[config.mk]
export PLATFORM = sky130hd
export DESIGN_NAME = sc_bi_scaled_decoder
export DESIGN_NICKNAME = d
export VERILOG_FILES = /design/src/rtl/sc_bi_scaled_decoder.sv
export SDC_FILE = /design/constraint.sdc
export NUM_CORES = 1
export LEC_CHECK = 0
export BUFFER_PORTS_ARGS = -buffer_cell sky130_fd_sc_hd__buf_2
export CORE_MARGIN = 8
export CORE_UTILIZATION = 45
export CTS_BUF_LIST = sky130_fd_sc_hd__clkbuf_4
export CTS_CLUSTER_SIZE = 14
export DETAILED_ROUTE_END_ITERATION = 10
export PLACE_DENSITY = 0.67
export SLEW_MARGIN = 20
export SYNTH_ARGS = -nofsm -noshare
export SYNTH_HDL_FRONTEND = slang
export SYNTH_SLANG_ARGS = --single-unit
[constraint.sdc]
create_clock -name clk -period 3.9 [get_ports clk]
set_input_delay 0.585 -clock clk [delete_from_list [all_inputs] [get_ports clk]]
set_output_delay 0.585 -clock clk [all_outputs]
set_load 0.1 [all_outputs]
[src/rtl/sc_bi_scaled_decoder.sv]
`default_nettype none
// ============================================================================
// Module  : sc_bi_scaled_decoder
// Brief   : Counts ones of a bipolar stochastic stream over a 2^WIN_LOG2
//           window and rescales the result back to the full MAC sum.
// Revision: 1.0 - initial release
// ============================================================================
module sc_bi_scaled_decoder #(
    parameter int WIN_LOG2   = 8,
    parameter int SCALE_LOG2 = 4
) (
    input  logic                           clk,
    input  logic                           rst,
    input  logic                           start,
    input  logic                           iBit,
    input  logic                           iEn,
    input  logic                           iAck,
    output logic                           oBusy,
    output logic                           oValid,
    output logic [WIN_LOG2:0]              oOnes,
    output logic [WIN_LOG2+SCALE_LOG2+1:0] oSum
);

    localparam logic [1:0] c_ST_IDLE  = 2'd0;
    localparam logic [1:0] c_ST_COUNT = 2'd1;
    localparam logic [1:0] c_ST_DONE  = 2'd2;

    localparam logic [WIN_LOG2:0] c_WIN_LEN  = (WIN_LOG2+1)'(1 << WIN_LOG2);
    localparam logic [WIN_LOG2:0] c_WIN_LAST = c_WIN_LEN - 1'b1;

    logic [1:0]                           r_state;
    logic [WIN_LOG2:0]                    r_samples;
    logic [WIN_LOG2:0]                    r_ones;

    logic [WIN_LOG2:0]                    w_ones_next;
    logic                                 w_last;
    logic [WIN_LOG2+1:0]                  w_raw;
    logic [WIN_LOG2+SCALE_LOG2+1:0]       w_sum;

    assign w_ones_next = r_ones + {{WIN_LOG2{1'b0}}, iBit};
    assign w_last      = (r_samples == c_WIN_LAST);

    // 2*ones - N in two's complement; the width already spans [-N, +N],
    // so appending the scale zeros is the whole rescale.
    assign w_raw = {w_ones_next, 1'b0} - {1'b0, c_WIN_LEN};
    assign w_sum = {w_raw, {SCALE_LOG2{1'b0}}};

    always_ff @(posedge clk) begin
        if (rst) begin
            r_state   <= c_ST_IDLE;
            r_samples <= '0;
            r_ones    <= '0;
            oBusy     <= 1'b0;
            oValid    <= 1'b0;
            oOnes     <= '0;
            oSum      <= '0;
        end else begin
            case (r_state)
                c_ST_IDLE: begin
                    if (start) begin
                        r_state   <= c_ST_COUNT;
                        r_samples <= '0;
                        r_ones    <= '0;
                        oBusy     <= 1'b1;
                    end
                end
                c_ST_COUNT: begin
                    if (iEn) begin
                        r_samples <= r_samples + 1'b1;
                        r_ones    <= w_ones_next;
                        if (w_last) begin
                            r_state <= c_ST_DONE;
                            oBusy   <= 1'b0;
                            oValid  <= 1'b1;
                            oOnes   <= w_ones_next;
                            oSum    <= w_sum;
                        end
                    end
                end
                c_ST_DONE: begin
                    if (iAck) begin
                        oValid <= 1'b0;
                        if (start) begin
                            // Back-to-back window; the held result stays put.
                            r_state   <= c_ST_COUNT;
                            r_samples <= '0;
                            r_ones    <= '0;
                            oBusy     <= 1'b1;
                        end else begin
                            r_state <= c_ST_IDLE;
                        end
                    end
                end
                default: begin
                    r_state <= c_ST_IDLE;
                    oBusy   <= 1'b0;
                    oValid  <= 1'b0;
                end
            endcase
        end
    end

endmodule
`default_nettype wire

======== Yosys cells after proc, flatten, opt, wreduce, memory -nomap -nowiden ========
Index checks and enable logic that the tools add are counted.
word-level totals
  memory bits (writable) .................. 0
  word-level logic and storage cells ...... 48
  bits in latches ......................... 0
  flip-flop bits (word level) ............. 41
  output and inout port bits .............. 25
  memories ................................ 0
  input bits .............................. 6
  memory bits (read-only) ................. 0
operators by class
  bitwise operators ....................... 1
  multiply operators ...................... 0
  equal/unequal tests ..................... 7
  muxes and demuxes ....................... 23
  divide/modulo/power cells ............... 0
  add/subtract/negate cells ............... 3
  magnitude comparators ................... 0
  reductions and logical operators ........ 7
  shifts and indexed selects .............. 0
operator list
  operator                 count
  $mux W9                  6
  $pmux W9 S3              2
  $sub A10 B9 Y10 const B  1
  $add A9 B1 Y9            1
  $add A9 B1 Y9 const B    1
  $eq A9 B8 Y1 const B     1
  $reduce_and A3 Y1        3
  $mux W1                  8
  $mux W2                  4
  $ne A2 B2 Y1 const B     4
  $reduce_and A4 Y1        2
  $pmux W1 S3              2
  $pmux W2 S3              1
  $reduce_bool A3 Y1       1
  $eq A2 B1 Y1 const B     1
  $eq A2 B2 Y1 const B     1
  $logic_not A2 Y1         1
  $not A1 Y1               1

======== Logic depth before layout (Yosys ltp) ========
Gate-level depths: netlist of the first run.
  word-level depth ........................ 4
  depth in mapped cells ................... 8
  mapped depth without buffers ............ 7

======== Worst setup path after synthesis of the first run ========
OpenSTA, ideal clock, no wires.
  path type ............................... reg2out
  start ................................... reg oOnes[5] (netlist name)
  end ..................................... out oSum[10]
  arrival time ............................ 1,374 ps
  stages on the path, launching flop included .. 2
  path slack .............................. 1,941 ps
  required time ........................... 3,315 ps
  cell sequence ........................... dfxtp_1 > buf_4
RTL lines
  element    line  source
  to (decl)  21    output logic [WIN_LOG2+SCALE_LOG2+1:0] oSum

======== Worst setup path in the final report of the first run ========
  start ................................... reg r_samples[2]
  end ..................................... reg oOnes[7]
between the ends
  longest elaborated chain between the ends .. 2
ends and longest elaborated chain
  element                             line  source
  from (decl)                         32    logic [WIN_LOG2:0] r_samples;
  from (signal assigned)              69    r_samples <= r_samples + 1'b1;
  $eq A9 B8 Y1                        41    assign w_last = (r_samples == c_WIN_LAST);
  $reduce_and A3 Y1 (no source line)  -
  to (signal assigned)                75    oOnes <= w_ones_next;
  to (decl)                           20    output logic [WIN_LOG2:0] oOnes,
No other way between the ends.
A chain may end at the register's enable or synchronous reset.

==> reports/metrics.yaml, run 1 <==
layout:
  nFillCells: 356
  drive_gt1_share_pct: 17.2
  design_area_um2: 1720
  area_delta_synth_final_pct: 7.60
  nets: 218
  diodes: 0
  final_core_util_pct: 51.1
  regArea_um2: 661
  multi_input_area_um2: 807
sta:
  drv_slew: 0
  fin_crit_sh_pct: 55.7
  fin_skew_ns: 0.0122
  max-slew-margin-rel_pct: 35.4
  finalSetupTns_ns: 0
  setup_viol: 0
  rsz0062_at_grt: "false"
  fin_crit_ns: 2.17
  clock.fmax_mhz: 461
  hold_viol: 0
  max_slew.worst_pin.slew_ns: 0.966
logic_synthesis:
  synth_area_leader_cell: "dfxtp_1"
  synth_edf_count: 0
  yosys_warnings: 0
  ys_top_cells_by_area: "dfxtp_1, a21oi_1, buf_4"
  netlist_area_um2: 1600
  ys_seq_elements: 33
  yosysTopAreaCellShare_pct: 41.3
  async_flop_share_pct: 0
  syn_inst: 191
  synthTopCellsByCount: "dfxtp_1, a21oi_1, nand2_1, nor2_1, buf_4"
  postSynthAreaPerCell_um2: 8.37
  synth_ff_type: "dfxtp_1"
  yosysMostFrequentCell: "dfxtp_1"
  ys_seq_area_share_pct: 41.3
  ys_types: 38
clock_network:
  tritoncts: "yes"
  cts_resized: 0
  cts_buffers: 5
  insertion_delay_ns: 0.34
  cts_hold_buf: 0
  htreeDepth: 2
  path_clk_slew_ns: 0.10
  cts_setup_buffers: 0
  clockBufferDepth: 2
  clock_sinks: 33
  cts_root_buf: "clkbuf_4"
routing:
  drt-initial-drc-count: 68
  avgViaCountPerCell: 5.37
  drc_errors: 0
  vias: 1370
  routedWlPerCell_um: 12.9
  antenna_left: 0
  drt-total-wl_um: 3280
  drtPass1Iterations: 4
setup_path:
  path_max_fanout: 14
  crit_path_start_kind: "flop"
  crit_path_frequent_cell: "nor2_1"
  critPathArrivalTime_ns: 2.43
  slowest_stage: "and2_0"
  worstSetupPathType: "reg -> reg"
  required_ns: 4.16
  crit_path_end_kind: "flop"
  cpPeakStageDelay_ns: 0.60
  crit_chain: "nand4_2 -> or2_1 -> nor2_1 -> ha_1 -> and2_0 -> nor2_1 -> a311oi_1"
global_route:
  first_global_vias: 1247
  grt.overflow.total: 0
  grt_pass1_wl_um: 5440
  antenna_found_initial: 0
  grtUsageTotal_pct: 12.4
  grt_max_degree: 30
run:
  drv_cap: 0
die:
  die_area_um2: 5710
  die_width_um: 75.6
  die_h_um: 75.6
  io_pins: 31
  start_util_pct: 47.5
  rows: 21
  core_um2: 3360
run_status:
  status: "finished clean"
pwr:
  power.density_nw_per_um2: 337
  leakagePower_nw: 0.642
  ir_drop_uv: 237
placed_design:
  dpl.hpwl_um: 2340
  placed_cell_area_um2: 1670
  port_buffers: 25
  place_congestion: 0.824
hold_path:
  min-delay-path-class: "reg -> reg"
[registers in the layout, indices dropped and copies added, names as in the netlist]
| signal | cells |
|---|---|
| r_samples | 9 |
| oOnes | 9 |
| oValid | 1 |
| oSum | 2 |
| r_state | 2 |
| oBusy | 1 |
| r_ones | 9 |
[logic make-up after synthesis]
kind of cell	after synthesis	synth area share, %
simple gates	73	23.5
fa+ha+maj	4	3.13
flops	33	41.3
other cells	1	0.235
xor+xnor	3	1.64
compound gates	53	21.1
buf+inv	24	9.08
[metal layers]
layer	global-route usage [%]	routed length [um]	vias up
li1	-	-	704
met1	15.4	1500	631
met2	19.6	1510	30
met3	3.03	226	5
met4	5.76	45	0
met5	0	0	-
[critical path: cells and delay by family, from the launching register on]
kind                     cells  cell delay [ns]
flip-flops                   1             0.43
AO/OA/AOI/OAI                1             0.24
AND/OR/NAND/NOR              5             1.23
adder cells (fa/ha/maj)      1             0.20
[cell usage in the layout (no fill, tap or decap), types with 2 or more instances in the layout]
cell type / Yosys / layout
or4_1: 5 / 5
and2_0: 2 / 2
a211oi_1: 4 / 4
or3_1: 3 / 3
nand3b_1: 3 / 3
clkinv_1: 0 / 2
dfxtp_1: 33 / 33
a22oi_1: 3 / 3
nor3_1: 9 / 9
conb_1: 1 / 5
nor2_1: 18 / 18
inv_1: 5 / 5
nand3_1: 6 / 6
o21a_1: 3 / 3
a21oi_1: 23 / 23
xor2_1: 2 / 2
o21ai_0: 8 / 8
clkbuf_4: 0 / 5
ha_1: 4 / 4
nand2b_1: 2 / 2
nand2_1: 18 / 18
o31ai_1: 5 / 5
buf_2: 2 / 25
[final timing paths]
check	from	end	slack, ns	cells after the start
worst max register to register	r_samples[2]$_SDFFE_PP0P_	oOnes[7]$_SDFFE_PP0P_	1.73	7
worst min-delay path	oSum[12]$_SDFFE_PP0P_	oSum[12]$_SDFFE_PP0P_	0.47	2
worst max-delay path	r_samples[2]$_SDFFE_PP0P_	oOnes[7]$_SDFFE_PP0P_	1.73	7
worst min register to register	oSum[12]$_SDFFE_PP0P_	oSum[12]$_SDFFE_PP0P_	0.47	2
[through the flow]
step	instances	hold slack, ns	setup slack [ns]	total power, mW
global route	255	0.487	1.51	0.603
floorplan	195	0.446	1.94	0.406
global placement	247	0.441	1.74	0.408
detailed placement	247	0.450	1.66	0.410
finish	255	0.468	1.73	0.580
CTS	255	0.465	1.72	0.585
[cell type report]
cell class | instances | area share [%]
repair buffers | 25 | 7.28
inverters | 5 | 1.09
well taps | 46 | 3.35
clock inverters | 3 | 0.728
clock buffers | 5 | 2.18
multi-input cells | 138 | 46.9
flip-flops and latches | 33 | 38.4
[where the power goes]
part / internal [mW] / total [mW] / switching, mW / leakage (nW)
Combinational: 0.00927 / 0.0588 / 0.0496 / 0.345
Clock: 0.0651 / 0.179 / 0.113 / 0.0300
Sequential: 0.340 / 0.343 / 0.00301 / 0.266
Total: 0.414 / 0.580 / 0.166 / 0.642
Note: power is estimated with default switching activity, not from simulation.
==> run 2: changes to the inputs <==
--- a/config.mk
+++ b/config.mk
@@ -11,7 +11,7 @@
 export CTS_BUF_LIST = sky130_fd_sc_hd__clkbuf_4
 export CTS_CLUSTER_SIZE = 14
 export DETAILED_ROUTE_END_ITERATION = 10
-export PLACE_DENSITY = 0.67
+export PLACE_DENSITY = 0.7
 export SLEW_MARGIN = 20
 export SYNTH_ARGS = -nofsm -noshare
 export SYNTH_HDL_FRONTEND = slang
==> constraint.sdc (replaced) <==
create_clock -name clk -period 1.9 [get_ports clk]
set_input_delay 0.285 -clock clk [delete_from_list [all_inputs] [get_ports clk]]
set_output_delay 0.285 -clock clk [all_outputs]
set_load 0.1 [all_outputs]
==> run 2 against run 1 <==
Count of clock-buffer cells in the layout unchanged. Sequential power increased by 100%. Fmax increased by 25%. Largest power group unchanged. Via count decreased by 1.6%. Final cell count increased by 2.7%. Design area increased by 3.4%. Core utilization increased by 1.7 points. Critical path type unchanged. Global-route usage decreased by 0.72 points. Clock skew decreased by 0.0095 ns. Worst setup slack got worse by 1.6 ns.
==> reports/metrics.yaml, run 2 (synthesis gave the netlist of run 1 again) <==
clock_network:
  cts_buffers: 5  # unchanged
  htreeDepth: 2  # unchanged
  cts_root_buf: "clkbuf_4"  # unchanged
  clock_sinks: 33  # unchanged
  clockBufferDepth: 2  # unchanged
  insertion_delay_ns: 0.32  # was 0.34 ns
  path_clk_slew_ns: 0.09  # was 0.10 ns
  tritoncts: "yes"  # unchanged
  cts_hold_buf: 0  # unchanged
global_route:
  grt_max_degree: 30  # unchanged
  grt_pass1_wl_um: 5150  # was 5440 um
  grtUsageTotal_pct: 11.6  # was 12.4%
  grt.overflow.total: 0  # unchanged
  antenna_found_initial: 0  # unchanged
  first_global_vias: 1170  # was 1247
sta:
  fin_ws_ns: 0.162  # was 1.73 ns
  max_slew.worst_pin.slew_ns: 0.502  # was 0.966 ns
  max-slew-margin-rel_pct: 66.5  # was 35.4%
  drv_slew: 0  # unchanged
  fin_crit_ns: 1.74  # was 2.17 ns
  clock.fmax_mhz: 575  # was 461 MHz
  finalSetupTns_ns: 0  # unchanged
  hold_viol: 0  # unchanged
  setup_viol: 0  # unchanged
  fin_skew_ns: 0.00263  # was 0.0122 ns
  rsz0062_at_grt: "false"  # unchanged
  fin_crit_sh_pct: 91.5  # was 55.7%
hold_path:
  holdPathEnd: "r_state[1]$_SDFFE_PP0P_"  # was oSum[12]$_SDFFE_PP0P_
  min_from: "iAck"  # was oSum[12]$_SDFFE_PP0P_
  hold_depth: 4  # was 2
  min-delay-path-class: "in -> reg"  # was reg -> reg
routing:
  drt-total-wl_um: 3170  # was 3280 um
  drtPass1Iterations: 4  # unchanged
  antenna_left: 0  # unchanged
  drt-initial-drc-count: 73  # was 68
  vias: 1348  # was 1370
  drc_errors: 0  # unchanged
  routedWlPerCell_um: 12.1  # was 12.9 um
  avgViaCountPerCell: 5.15  # was 5.37
die:
  start_util_pct: 47.5  # unchanged
  io_pins: 31  # unchanged
  die_area_um2: 5710  # unchanged
  die_width_um: 75.6  # unchanged
  rows: 21  # unchanged
  die_h_um: 75.6  # unchanged
  core_um2: 3360  # unchanged
setup_path:
  r2r_setup_slack_ns: 0.16  # was 1.73 ns
  rr_endpoint: "oOnes[7]$_SDFFE_PP0P_"  # unchanged
  crit_path_start_kind: "flop"  # unchanged
  crit_path_frequent_cell: "nor2_1"  # unchanged
  path_max_fanout: 6  # was 14
  r2r_cells: 8  # was 7
  crit_path_end_kind: "flop"  # unchanged
  crit_chain: "nand4_2 -> or2_1 -> nor2_1 -> ha_1 -> and2_1 -> buf_4 -> nor2_1 -> a311oi_1"  # was nand4_2 -> or2_1 -> nor2_1 -> ha_1 -> and2_0 -> nor2_1 -> a311oi_1
  critPathArrivalTime_ns: 1.98  # was 2.43 ns
  cpPeakStageDelay_ns: 0.38  # was 0.60 ns
  slowest_stage: "dfxtp_1"  # was and2_0
  r2r_start: "r_samples[5]$_SDFFE_PP0P_"  # was r_samples[2]$_SDFFE_PP0P_
  worstSetupPathType: "reg -> reg"  # unchanged
  required_ns: 2.14  # was 4.16 ns
pwr:
  power.density_nw_per_um2: 666  # was 337 nW/um2
  leakagePower_nw: 0.683  # was 0.642 nW
  power_mw: 1.18  # was 580 uW
  clkPwrFrac_pct: 30.0  # was 30.8%
  p_comb_share_pct: 10.7  # was 10.1%
  p_int_uw: 854  # was 414 uW
  p_switching_uw: 331  # was 166 uW
  power_frac_seq_pct: 59.3  # was 59.1%
  ir_drop_uv: 674  # was 237 uV
  p_sw_share_pct: 27.9  # was 28.6%
placed_design:
  place_congestion: 0.797  # was 0.824
  dp_cells: 254  # was 247
  pre_cts_slack_ns: 0.102  # was 1.66 ns
  dpl.hpwl_um: 2290  # was 2340 um
  port_buffers: 25  # unchanged
layout:
  top_regs: "oOnes: 9 flops, r_ones: 9 flops, r_samples: 9 flops"  # unchanged
  final_cell_mix: "dfxtp_1, buf_2, a21oi_1"  # unchanged
  diodes: 0  # unchanged
  finalNonFillerCells: 262  # was 255
  area_delta_synth_final_pct: 11.3  # was 7.60%
  layout_commonest_cell: "dfxtp_1"  # unchanged
  nets: 225  # was 218
  drive_gt1_share_pct: 21.8  # was 17.2%
run_status:
  status: "finished clean"  # unchanged
run:
  drv_cap: 0  # unchanged
## run 2: worst max path at each step
stage                                    startpoint                     to  slack [ns]  cells past startpoint
after floorplan           r_samples[3]$_SDFFE_PP0P_  oOnes[5]$_SDFFE_PP0P_        0.20                      8
after global placement    r_samples[3]$_SDFFE_PP0P_  oOnes[6]$_SDFFE_PP0P_        0.16                      7
after detailed placement  r_samples[2]$_SDFFE_PP0P_  oSum[13]$_SDFFE_PP0P_        0.10                      6
after CTS                 r_samples[2]$_SDFFE_PP0P_  oSum[13]$_SDFFE_PP0P_        0.07                      6
after global routing      r_samples[5]$_SDFFE_PP0P_  oOnes[7]$_SDFFE_PP0P_        0.02                      8
final                     r_samples[5]$_SDFFE_PP0P_  oOnes[7]$_SDFFE_PP0P_        0.16                      8
## run 2: routing by layer
metal	global-route usage, %	vias up	wire (um)
met1	14.6	588	1560
met2	17.6	42	1350
li1	-	714	-
met5	0	-	0
met3	4.61	4	229
met4	3.84	0	26
## run 2: timing repair
action                     4_1_cts  5_1_grt
setup endpoints to repair        0        7
gates resized for setup          0        5
buffers inserted                 0        0
## run 2: metrics by stage
stage / area [um2] / util (%) / hold slack (ns)
2_1_floorplan: 1610 / - / 0.446
3_3_place_gp: 1720 / 51.2 / 0.444
3_5_place_dp: 1720 / 51.2 / 0.449
4_1_cts: 1770 / 52.7 / 0.230
5_1_grt: 1780 / 52.9 / 0.259
6_report: 1780 / 52.9 / 0.247
## run 2: layout make-up
| cell class | instances | area [um2] |
|---|---|---|
| fill | 335 | 1590 |
| multi-input combinational | 138 | 810 |
| sequential | 33 | 664 |
| timing repair buffer | 32 | 178 |
| tap | 46 | 57.6 |
| clock buffer | 5 | 37.5 |
| inverter | 5 | 18.8 |
| clock inverter | 3 | 12.5 |
## run 2: worst max-delay path: cells and delay by family (launching register included)
kind | cells | cell delay (ns)
flip-flops | 1 | 0.38
adder cells (fa/ha/maj) | 1 | 0.20
AO/OA/AOI/OAI | 1 | 0.22
AND/OR/NAND/NOR | 5 | 0.69
buffers and inverters | 1 | 0.15
## run 2: power groups by stage
stage               Sequential, mW  Clock (mW)  Combinational, mW
floorplan                    0.734           0              0.100
global placement             0.719           0              0.127
detailed placement           0.719           0              0.127
CTS                          0.703       0.367              0.127
global route                 0.705       0.401              0.138
finish                       0.703       0.355              0.127
==> run 3: changes to the inputs <==
==> constraint.sdc (replaced) <==
create_clock -name clk -period 1.9 [get_ports clk]
set_input_delay 0.19 -clock clk [delete_from_list [all_inputs] [get_ports clk]]
set_output_delay 0.19 -clock clk [all_outputs]
set_load 0.1 [all_outputs]
==> run 3 against run 2 <==
Sequential power about the same. Clock power increased by 47%. Combinational power up 3%. Core utilization rose by 0.82 points. Critical path depth unchanged. Design area increased by 1.5%. Clock skew rose by 0.012 ns. Worst setup slack gained 0.0062 ns. Via count is 2.2% higher. Global-route usage grew 0.59 points.
==> reports/metrics.yaml, run 3 (synthesis gave the netlist of run 1 again) <==
run_status:
  status: "finished clean"  # unchanged
sta:
  clock.fmax_mhz: 577  # was 575 MHz
  drv_slew: 0  # unchanged
  finalSetupTns_ns: 0  # unchanged
  fin_ws_ns: 0.168  # was 0.162 ns
  fin_crit_sh_pct: 91.2  # was 91.5%
  max_slew.worst_pin.slew_ns: 0.513  # was 0.502 ns
  fin_crit_ns: 1.73  # was 1.74 ns
  rsz0062_at_grt: "false"  # unchanged
  setup_viol: 0  # unchanged
  hold_viol: 0  # unchanged
  fin_skew_ns: 0.0142  # was 0.00263 ns
  max-slew-margin-rel_pct: 65.8  # was 66.5%
die:
  core_um2: 3360  # unchanged
  die_area_um2: 5710  # unchanged
  io_pins: 31  # unchanged
  die_width_um: 75.6  # unchanged
  start_util_pct: 47.5  # unchanged
  rows: 21  # unchanged
  die_h_um: 75.6  # unchanged
pwr:
  power.density_nw_per_um2: 751  # was 666 nW/um2
  power_mw: 1.36  # was 1.18 mW
  leakagePower_nw: 0.695  # was 0.683 nW
  ir_drop_uv: 580  # was 674 uV
global_route:
  grtUsageTotal_pct: 12.2  # was 11.6%
  first_global_vias: 1237  # was 1170
  grt_max_degree: 30  # unchanged
  grt_pass1_wl_um: 5410  # was 5150 um
  grt.overflow.total: 0  # unchanged
  antenna_found_initial: 0  # unchanged
layout:
  nets: 225  # unchanged
  final_cell_mix: "dfxtp_1, buf_2, a21oi_1"  # unchanged
  layout_commonest_cell: "dfxtp_1"  # unchanged
  drive_gt1_share_pct: 21.8  # unchanged
  top_regs: "oOnes: 9 flops, r_ones: 9 flops, r_samples: 9 flops"  # unchanged
  diodes: 0  # unchanged
  area_delta_synth_final_pct: 13.0  # was 11.3%
  design_area_um2: 1810  # was 1780 um2
  final_core_util_pct: 53.7  # was 52.9%
placed_design:
  place_congestion: 0.734  # was 0.797
  placed_cell_area_um2: 1720  # unchanged
  dpl.hpwl_um: 2330  # was 2290 um
  pre_cts_slack_ns: 0.0787  # was 0.102 ns
  port_buffers: 25  # unchanged
run:
  drv_cap: 0  # unchanged
setup_path:
  crit_path_start_kind: "flop"  # unchanged
  path_max_fanout: 8  # was 6
  critPathArrivalTime_ns: 1.98  # about the same
  required_ns: 2.15  # was 2.14 ns
  crit_path_end_kind: "flop"  # unchanged
  worstSetupPathType: "reg -> reg"  # unchanged
routing:
  drtPass1Iterations: 4  # unchanged
  antenna_left: 0  # unchanged
  drt-initial-drc-count: 87  # was 73
  drt-total-wl_um: 3280  # was 3170 um
  vias: 1378  # was 1348
  routedWlPerCell_um: 12.5  # was 12.1 um
  drc_errors: 0  # unchanged
  avgViaCountPerCell: 5.26  # was 5.15
clock_network:
  cts_root_buf: "clkbuf_4"  # unchanged
  clockBufferDepth: 2  # unchanged
  tritoncts: "yes"  # unchanged
  cts_buffers: 5  # unchanged
  clock_sinks: 33  # unchanged
  cts_setup_buffers: 0  # unchanged
  path_clk_slew_ns: 0.10  # was 0.09 ns
  htreeDepth: 2  # unchanged
  insertion_delay_ns: 0.34  # was 0.32 ns
hold_path:
  min-delay-path-class: "in -> reg"  # unchanged
## run 3: cell types whose count changed in the layout (fill, tap and decap cells not counted)
cell | before | now
bufinv_16 | 0 | 1
dfxtp_1 | 30 | 31
clkbuf_4 | 5 | 6
clkinv_1 | 2 | 1
dfxtp_2 | 3 | 2
clkinv_2 | 1 | 0
## run 3: worst paths after layout
path / slack, ns / to / cells after the start / start
worst max-delay path: 0.17 / oOnes[3]$_SDFFE_PP0P_ / 8 / r_samples[4]$_SDFFE_PP0P_
worst min-delay path: 0.14 / r_state[1]$_SDFFE_PP0P_ / 4 / iAck
worst max register to register: 0.17 / oOnes[3]$_SDFFE_PP0P_ / 8 / r_samples[4]$_SDFFE_PP0P_
worst min register to register: 0.46 / oSum[12]$_SDFFE_PP0P_ / 2 / oSum[12]$_SDFFE_PP0P_
## run 3: final cells by class
cell class / count / area (um2)
fillers: 376 / 1560
multi-input cells: 138 / 810
flip-flops and latches: 33 / 663
repair buffers: 32 / 178
well taps: 46 / 57.6
clock buffers: 6 / 45.0
clock inverters: 2 / 33.8
inverters: 5 / 18.8
## run 3: worst max-delay path: stages (launching register included)
cell and delay, ns:
dfxtp_1 0.39, nand4_2 0.12, or2_1 0.25, nor2_1 0.11
ha_1 0.21, and2_1 0.18, buf_4 0.16, nor2_1 0.05
a211oi_1 0.18
## run 3: repair_timing
item,4_1_cts,5_1_grt
setup endpoints to repair,0,8
resized for setup,0,4
hold buffers,0,0
## run 3: report_power, final
group / total [mW] / leakage [nW] / internal, mW / switching [mW]
Sequential: 0.703 / 0.267 / 0.697 / 0.00591
Combinational: 0.131 / 0.384 / 0.0257 / 0.105
Clock: 0.521 / 0.0433 / 0.288 / 0.233
## run 3: stage by stage
step | hold slack (ns) | instances
2_1_floorplan | 0.362 | 195
3_3_place_gp | 0.445 | 254
3_5_place_dp | 0.451 | 254
4_1_cts | 0.118 | 262
5_1_grt | 0.156 | 262
6_report | 0.137 | 262
## run 3: per-layer routing
metal / vias to the layer above / GRT usage [%] / wire, um / part of all wire [%]
met5: - / 0 / 0 / 0
met4: 0 / 4.48 / 44 / 1.3
met3: 6 / 4.74 / 238 / 7.3
met2: 36 / 18.3 / 1390 / 42
met1: 619 / 15.5 / 1610 / 49
li1: 717 / - / - / -
